$ cat src/rtl/gb_serial_pkg.sv
// gb_serial_pkg: shared types and constants for the gb_serial link controller
package gb_serial_pkg;
   typedef enum logic [1:0] {S_IDLE, S_LOW, S_HIGH} ser_state_t;
   localparam logic [1:0] ADDR_SB = 2'b01;
   localparam logic [1:0] ADDR_SC = 2'b10;
   localparam logic [5:0] SC_MASK = 6'h3F;
   localparam int CLK_DIV_DEF = 512;
endpackage

$ cat src/rtl/gb_serial_sync.sv
// gb_serial_sync: synchronizer for the external shift clock pin with registered edge pulses
//   clk, reset : core clock, async active-high reset
//   d          : asynchronous pin (idle high)
//   rise, fall : one-cycle pulses, registered, two clocks after the pin edge
module gb_serial_sync (
   input  logic clk,
   input  logic reset,
   input  logic d,
   output logic rise,
   output logic fall
);
   logic s1, s2;
   // flops reset high to match the idle pin level so reset release makes no edge
   always_ff @(posedge clk or posedge reset)
      if (reset) begin
         s1 <= 1'b1;
         s2 <= 1'b1;
         rise <= 1'b0;
         fall <= 1'b0;
      end else begin
         s1 <= d;
         s2 <= s1;
         rise <= s1 & ~s2;
         fall <= ~s1 & s2;
      end
endmodule

$ cat src/rtl/gb_serial.sv
// gb_serial: Game Boy serial link controller (SB/SC registers, shift engine, irq)
//   clk, reset         : core clock, async active-high reset
//   cpu_sel/addr/wr/di : register access (addr 01 = SB, 10 = SC)
//   cpu_do             : combinational read data
//   irq                : one-cycle transfer-complete pulse
//   ser_clk_in/out/oe  : link clock pin in, internal clock out, clock drive enable
//   ser_data_in/out    : link data pins
// Build option GB_SERIAL_LOOPBACK_EN: internal loopback of data and clock; input pins ignored.
module gb_serial
   import gb_serial_pkg::*;
#(
   parameter int CLK_DIV = CLK_DIV_DEF
) (
   input  logic       clk,
   input  logic       reset,
   input  logic       cpu_sel,
   input  logic [1:0] cpu_addr,
   input  logic       cpu_wr,
   input  logic [7:0] cpu_di,
   output logic [7:0] cpu_do,
   output logic       irq,
   input  logic       ser_clk_in,
   input  logic       ser_data_in,
   output logic       ser_clk_out,
   output logic       ser_data_out,
   output logic       ser_clk_oe
);
   localparam int HALF = CLK_DIV / 2;
   localparam int CW = $clog2(HALF);
   localparam logic [CW-1:0] HALF_END = CW'(HALF - 1);

   logic [7:0] sb;
   logic start, shiftclk;
   ser_state_t state;
   logic [CW-1:0] cnt;
   logic [3:0] bits;
   logic din, ext_rise, ext_fall;
   logic sb_wr, sc_wr, half_done, int_rise, int_fall, rise, fall;

`ifdef GB_SERIAL_LOOPBACK_EN
   logic clk_out_q;
   always_ff @(posedge clk or posedge reset)
      if (reset) clk_out_q <= 1'b1;
      else clk_out_q <= ser_clk_out;
   assign din = ser_data_out;
   assign ext_rise = ser_clk_out & ~clk_out_q;
   assign ext_fall = ~ser_clk_out & clk_out_q;
`else
   assign din = ser_data_in;
   gb_serial_sync u_sync (
      .clk (clk),
      .reset (reset),
      .d (ser_clk_in),
      .rise (ext_rise),
      .fall (ext_fall)
   );
`endif

   assign sb_wr = cpu_sel & cpu_wr & (cpu_addr == ADDR_SB);
   assign sc_wr = cpu_sel & cpu_wr & (cpu_addr == ADDR_SC);
   assign half_done = cnt == HALF_END;
   assign int_rise = state == S_LOW && half_done;
   // a falling edge starts a bit: either leaving IDLE on a fresh start or ending a non-final HIGH
   assign int_fall = (state == S_IDLE && start && shiftclk) || (state == S_HIGH && half_done && bits != 4'd0);
   // an SC write takes priority over any shift edge in the same cycle
   assign rise = ~sc_wr & ((start & ~shiftclk & ext_rise) | int_rise);
   assign fall = ~sc_wr & ((start & ~shiftclk & ext_fall) | int_fall);
   assign cpu_do = cpu_addr == ADDR_SB ? sb : cpu_addr == ADDR_SC ? {start, SC_MASK, shiftclk} : 8'hFF;
   assign ser_clk_oe = shiftclk;

   always_ff @(posedge clk or posedge reset)
      if (reset) begin
         sb <= 8'h00;
         start <= 1'b0;
         shiftclk <= 1'b0;
         irq <= 1'b0;
         state <= S_IDLE;
         cnt <= '0;
         bits <= 4'd0;
         ser_clk_out <= 1'b1;
         ser_data_out <= 1'b1;
      end else begin
         irq <= 1'b0;
         // a CPU write to SB drops the coinciding shift; the bit count below still advances
         if (sb_wr) sb <= cpu_di;
         else if (rise) sb <= {sb[6:0], din};
         if (fall) ser_data_out <= sb[7];
         if (sc_wr) begin
            start <= cpu_di[7];
            shiftclk <= cpu_di[0];
            bits <= cpu_di[7] ? 4'd8 : 4'd0;
            state <= S_IDLE;
            cnt <= '0;
            ser_clk_out <= 1'b1;
         end else begin
            if (rise) begin
               bits <= bits - 4'd1;
               if (bits == 4'd1) begin
                  start <= 1'b0;
                  irq <= 1'b1;
               end
            end
            cnt <= (state == S_IDLE || half_done) ? '0 : cnt + CW'(1);
            if (int_fall) begin
               state <= S_LOW;
               ser_clk_out <= 1'b0;
            end else if (int_rise) begin
               state <= S_HIGH;
               ser_clk_out <= 1'b1;
            end else if (state == S_HIGH && half_done) state <= S_IDLE;
         end
      end
endmodule

$ cat config.mk
export PLATFORM = sky130hd
export DESIGN_NAME = gb_serial
export DESIGN_NICKNAME = d
export VERILOG_FILES = /design/src/rtl/gb_serial_pkg.sv /design/src/rtl/gb_serial_sync.sv /design/src/rtl/gb_serial.sv
export SDC_FILE = /design/constraint.sdc
export NUM_CORES = 1
export LEC_CHECK = 0
export CAP_MARGIN = 5
export CORE_UTILIZATION = 47
export CTS_CLUSTER_DIAMETER = 50
export DETAILED_ROUTE_END_ITERATION = 8
export GPL_TIMING_DRIVEN = 0
export PLACE_DENSITY = 0.75
export REMOVE_ABC_BUFFERS = 1
export SETUP_SLACK_MARGIN = 0.02
export SLEW_MARGIN = 5
export SYNTH_ARGS = -nofsm -noshare
export SYNTH_HDL_FRONTEND = slang
export SYNTH_HIERARCHICAL = 1
export SYNTH_SLANG_ARGS = --single-unit
$ cat constraint.sdc
create_clock -name clk -period 1.55 [get_ports clk]
set_clock_uncertainty 0.05 [all_clocks]
set_input_delay 0.465 -clock clk [delete_from_list [all_inputs] [get_ports clk]]
set_output_delay 0.465 -clock clk [all_outputs]
set_load 0.02 [all_outputs]
# After elaboration in Yosys (flattened, before gate mapping)
# Cells that the tools add are included.
# totals
word_cells	74
regBits	31
out_inout_bits	12
# op_classes
eq_ne	6
n_reduce_logical	15
bitwise	16
add_sub_neg	2
mux	22
# ops
operator	n
8-bit 2-to-1 mux	6
4-bit 2-to-1 mux	3
1-bit AND	10
1-bit 2-to-1 mux	9
8-bit by 1-bit adder with 8-bit output, second input constant	1
8-bit equality test, second input constant	1
2-bit 2-to-1 mux	4
4-bit nonzero test	2
2-bit nonzero test	3
1-bit logical AND	5
2-bit by 1-bit equality test with 1-bit output, second input constant	2
2-bit equality test, second input constant	2
4-bit by 1-bit equality test with 1-bit output, second input constant	1
1-bit NOT	4
4-bit by 1-bit subtractor with 4-bit output, second input constant	1
3-bit nonzero test	1
2-bit zero test	1
1-bit logical OR	2
1-bit bitwise OR	2
2-bit AND reduction	1

# Depth between registers and ports, before layout
# logic_depth
word_depth	7
depth_mapped	7
depth_no_buf	6

# Modules after synthesis
# The synthesis kept the hierarchy.
# by_module_without_submodules
module	n_inst	seq_area_each_um2	cells_per_inst	area_each_um2
gb_serial	1	678.2	157	1473.9
gb_serial_sync	1	102.6	7	121.4

# Worst setup path before layout
# No wires, ideal clock.
# synth_timing
kind	reg-to-reg
startpoint	reg cnt[0]
endpoint	reg sb[2]
path_stages_with_launch	8
t_arrival_ps	1497
setup_time_ps	141
setup_slack_ps	-138
required_time_ps	1359
cell_sequence	dfrtp_1 -> ha_1 -> nand3_2 -> buf_6 -> o31a_1 -> clkbuf_1 -> o21ai_0 -> a31oi_1
# synth_via
elab_chain_cells	5
# synth_lines
item	line	rtl
from (decl)	gb_serial.sv:35	logic [CW-1:0] cnt;
from (signal assigned)	gb_serial.sv:103	cnt <= (state == S_IDLE || half_done) ? '0 : cnt + CW'(1);
8-bit equality test	gb_serial.sv:61	assign half_done = cnt == HALF_END;
1-bit logical AND	gb_serial.sv:62	assign int_rise = state == S_LOW && half_done;
1-bit bitwise OR	gb_serial.sv:66	assign rise = ~sc_wr & ((start & ~shiftclk & ext_rise) | int_rise);
1-bit AND	gb_serial.sv:66	
2-bit nonzero test (no source line)	n/a	
to (signal assigned)	gb_serial.sv:85	if (sb_wr) sb <= cpu_di;
to (signal assigned)	gb_serial.sv:86	else if (rise) sb <= {sb[6:0], din};
to (decl)	gb_serial.sv:32	logic [7:0] sb;
# No other way between the ends.
# A chain may end at the register's enable or synchronous reset.

# Final worst setup path
# layout_timing
startpoint	reg state[1]
endpoint	reg ser_data_out
# layout_via
elab_chain_cells	6
word_cells_on_any_way	9
# layout_lines
item	line	rtl
from (decl)	gb_serial.sv:34	ser_state_t state;
from (signal assigned)	gb_serial.sv:77	state <= S_IDLE;
from (signal assigned)	gb_serial.sv:92	state <= S_IDLE;
from (signal assigned)	gb_serial.sv:105	state <= S_LOW;
2-bit equality test or 2-bit zero test (tied branches)	gb_serial.sv:64	assign int_fall = (state == S_IDLE && start && shiftclk) || (state == S_HIGH && half_done && bits != 4'd0);
1-bit logical AND (2 in series)	gb_serial.sv:64	
1-bit logical OR *	gb_serial.sv:64	
1-bit bitwise OR *	gb_serial.sv:67	assign fall = ~sc_wr & ((start & ~shiftclk & ext_fall) | int_fall);
1-bit AND *	gb_serial.sv:67	
to (signal assigned)	gb_serial.sv:87	if (fall) ser_data_out <= sb[7];
to (decl)	gb_serial.sv:25	output logic ser_data_out,
# Mark *: on every way between the ends. The rest lies on a longest branch, timed or not.

==> impl_metrics.py <==
metrics = {
    "outcome": {
        "status": "finished, violations left",
        "violations": "negative setup slack",
    },
    "worst_setup_path": {
        "required_ps": 1770,
        "max_stage_delay_ps": 580,
        "path_cells": "or4bb_4 -> o41ai_4 -> o21ai_1 -> mux2_1",
        "arrival_ps": 1930,
        "startpoint_type": "register",
        "reg2regPathDepth": 4,
        "critical_path_class": "register to register",
        "crit_buf_inv": 0,
        "crit_family": "simple AND/OR/NAND/NOR gates",
        "cp_slowest_cell": "or4bb_4",
        "worst-path-stages": 4,
        "crit_fanout": 6,
        "cp-end-kind": "register",
    },
    "finish": {
        "num_antenna_cells": 0,
        "seq_area_um2": 787,
        "multi_input_area_um2": 935,
        "drive_gt1_share_pct": 42.1,
        "fillers": 217,
        "syn2layout_area_growth_pct": 46.7,
        "nNetsFinal": 233,
    },
    "power_and_ir_drop": {
        "power_mw": 3.16,
        "power_density_nw_per_um2": 1350,
        "leakagePower_nw": 1.08,
        "ir_worst_vdd_uv": 747,
    },
    "clocking": {
        "clkLatencyLatePin_ps": 340,
        "h-tree-depth": 2,
        "cts_sinks": 31,
        "cts_buffers": 5,
        "clkTransAtPathRegs_ps": 100,
        "cts_tree": "yes",
        "cts-root-buf": "clkbuf_4",
        "cts_buffer_depth": 2,
        "ctsHoldBuffers": 0,
    },
    "place": {
        "place_congestion": 0.775,
        "dp_slack_ps": -952,
        "io_buffers": 27,
        "hpwlAfterDp_mm": 2.35,
    },
    "routing": {
        "ant_nets": 0,
        "wl_mm": 4.42,
        "drt_iter0_markers": 64,
        "vias_per_cell": 5.67,
        "dr.pass1.iters": 4,
        "routedWlPerCell_um": 17.1,
        "drc_errors": 0,
        "dr_total_vias": 1462,
    },
    "logic_synthesis": {
        "synth_cell_types": 41,
        "synth_seq_area_share_pct": 48.9,
        "synth.avg_cell_area_um2": 9.73,
        "synth_edf_count": 0,
        "syn_area_um2": 1600,
        "ys.flop_type": "dfrtp_1",
        "syn_inst": 164,
        "async_flop_share_pct": 100,
        "yosysWarningCount": 6,
        "ys_seq_elements": 31,
    },
    "sta": {
        "slew_viol_final": 0,
        "setup_viol": 21,
        "timing.final.crit_share_pct": 110,
        "relSlewSlack_pct": 60.9,
        "holdWs_ps": 312,
        "fin_ws_ps": -153,
        "worst_pin_slew_ps": 585,
        "min_period_ps": 1700,
        "max_freq_mhz": 587,
        "rsz0062_at_grt": "true",
        "final_hold_viol_count": 0,
    },
    "global_routing": {
        "grt_max_degree": 28,
        "grt_pass1_vias": 1424,
        "antenna_found_initial": 0,
        "grtUsageTotal_pct": 25.5,
        "grt_overflow": 0,
        "grt_pass1_wl_mm": 6.66,
    },
    "die": {
        "start_util_pct": 51.0,
        "die_x_um": 60.3,
        "die-area_um2": 3630,
        "core-area_um2": 3130,
        "row_count": 20,
        "num_io_pins": 28,
        "die_h_um": 60.3,
    },
    "hold_path": {
        "worstHoldPathType": "register to register",
        "worstHoldPathCells": 0,
    },
    "job": {
        "cap_violations": 0,
    },
}
Yosys cell counts (5+ instances only):
| cell | count | area [um2] |
|---|---|---|
| a31oi_1 | 8 | 50.1 |
| nand2_1 | 9 | 33.8 |
| clkbuf_1 | 6 | 22.5 |
| nor2_1 | 22 | 82.6 |
| a21oi_1 | 5 | 25.0 |
| inv_1 | 5 | 18.8 |
| nand3_1 | 11 | 55.1 |
| dfrtp_1 | 27 | 676 |
| o21ai_0 | 14 | 70.1 |
| nand2b_1 | 10 | 62.6 |
routing by layer:
metal | routed length (um) | share of wire [%] | track usage (%)
met1 | 1760 | 40 | 30.2
met5 | 0 | 0 | 0
met2 | 2340 | 53 | 44.7
met3 | 217 | 4.9 | 6.71
met4 | 100 | 2.3 | 7.64
power breakdown:
| group | internal [mW] | switching [mW] |
|---|---|---|
| logic | 0.686 | 0.610 |
| registers | 1.06 | 0.257 |
| clock network | 0.267 | 0.275 |
| total | 2.02 | 1.14 |
registers in the layout (all words and copies together) (netlist names):
| signal | count |
|---|---|
| bits | 4 |
| cnt | 8 |
| irq | 1 |
| sb | 8 |
| ser_clk_oe | 1 |
| ser_clk_out | 1 |
| ser_data_out | 1 |
| start | 1 |
| state | 2 |
| u_sync/fall | 1 |
| u_sync/rise | 1 |
| u_sync/s1 | 1 |
| u_sync/s2 | 1 |
metrics by stage:
| stage | TNS [ps] | instances | area [um2] | utilization, % |
|---|---|---|---|---|
| 6_report | -1000 | 258 | 2340 | 74.8 |
| 3_5_place_dp | -31940 | 227 | 1880 | 60.1 |
| 5_1_grt | -2530 | 258 | 2340 | 74.8 |
| 3_3_place_gp | -29640 | 227 | 1880 | 60.1 |
| 2_1_floorplan | -1220 | 156 | 1550 | - |
| 4_1_cts | -538 | 251 | 2150 | 68.8 |
cell type report:
| cell class | count | share of cell area (%) |
|---|---|---|
| Multi-Input combinational cell | 121 | 39.9 |
| Sequential cell | 31 | 33.6 |
| Timing Repair Buffer | 49 | 20.2 |
| Clock buffer | 8 | 2.94 |
| Tap cell | 44 | 2.35 |
| Inverter | 5 | 0.962 |
repair_timing:
action	4_1_cts	5_1_grt
gates cloned	1	0
buffers inserted	15	7
pin swaps	6	25
gates resized for setup	93	44
setup endpoints to repair	39	36
placed cells by master (no fill, tap or decap), drive strengths merged, types with 2 or more instances in the layout:
cell type / n
a31oi: 8
o21ai: 15
nor2: 22
a21oi: 5
ha: 4
and2b: 2
and3: 3
buf: 34
clkbuf: 10
nand3b: 2
nand2: 9
o31a: 2
xnor2: 4
nand3: 12
xor2: 2
dfrtp: 27
clkdlybuf4s50: 13
inv: 4
nand2b: 10
nor3: 4
dfstp: 4
o22a: 2
cells by family after synthesis:
group / Yosys count / synth area share, %
AND/OR/NAND/NOR: 73 / 25.2
AO/OA/AOI/OAI: 36 / 15.0
flip-flops: 31 / 48.9
buffers and inverters: 13 / 3.76
XOR/XNOR: 6 / 3.29
adder cells (fa/ha/maj): 4 / 3.14
multiplexers: 1 / 0.706
final timing paths:
path                                 startpoint                  endpoint  slack [ps]
hold reg to reg             u_sync/s1$_DFF_PP1_       u_sync/s2$_DFF_PP1_         310
setup / recovery           state[1]$_DFFE_PP0P_  ser_data_out$_DFFE_PP1P_        -150
max in group asynchronous                 reset      state[0]$_DFFE_PP0P_         580
setup reg to reg           state[1]$_DFFE_PP0P_  ser_data_out$_DFFE_PP1P_        -150
min in group asynchronous                 reset     u_sync/fall$_DFF_PP0_         340
hold / removal              u_sync/s1$_DFF_PP1_       u_sync/s2$_DFF_PP1_         310
Note: power is estimated with default switching activity, not from simulation.
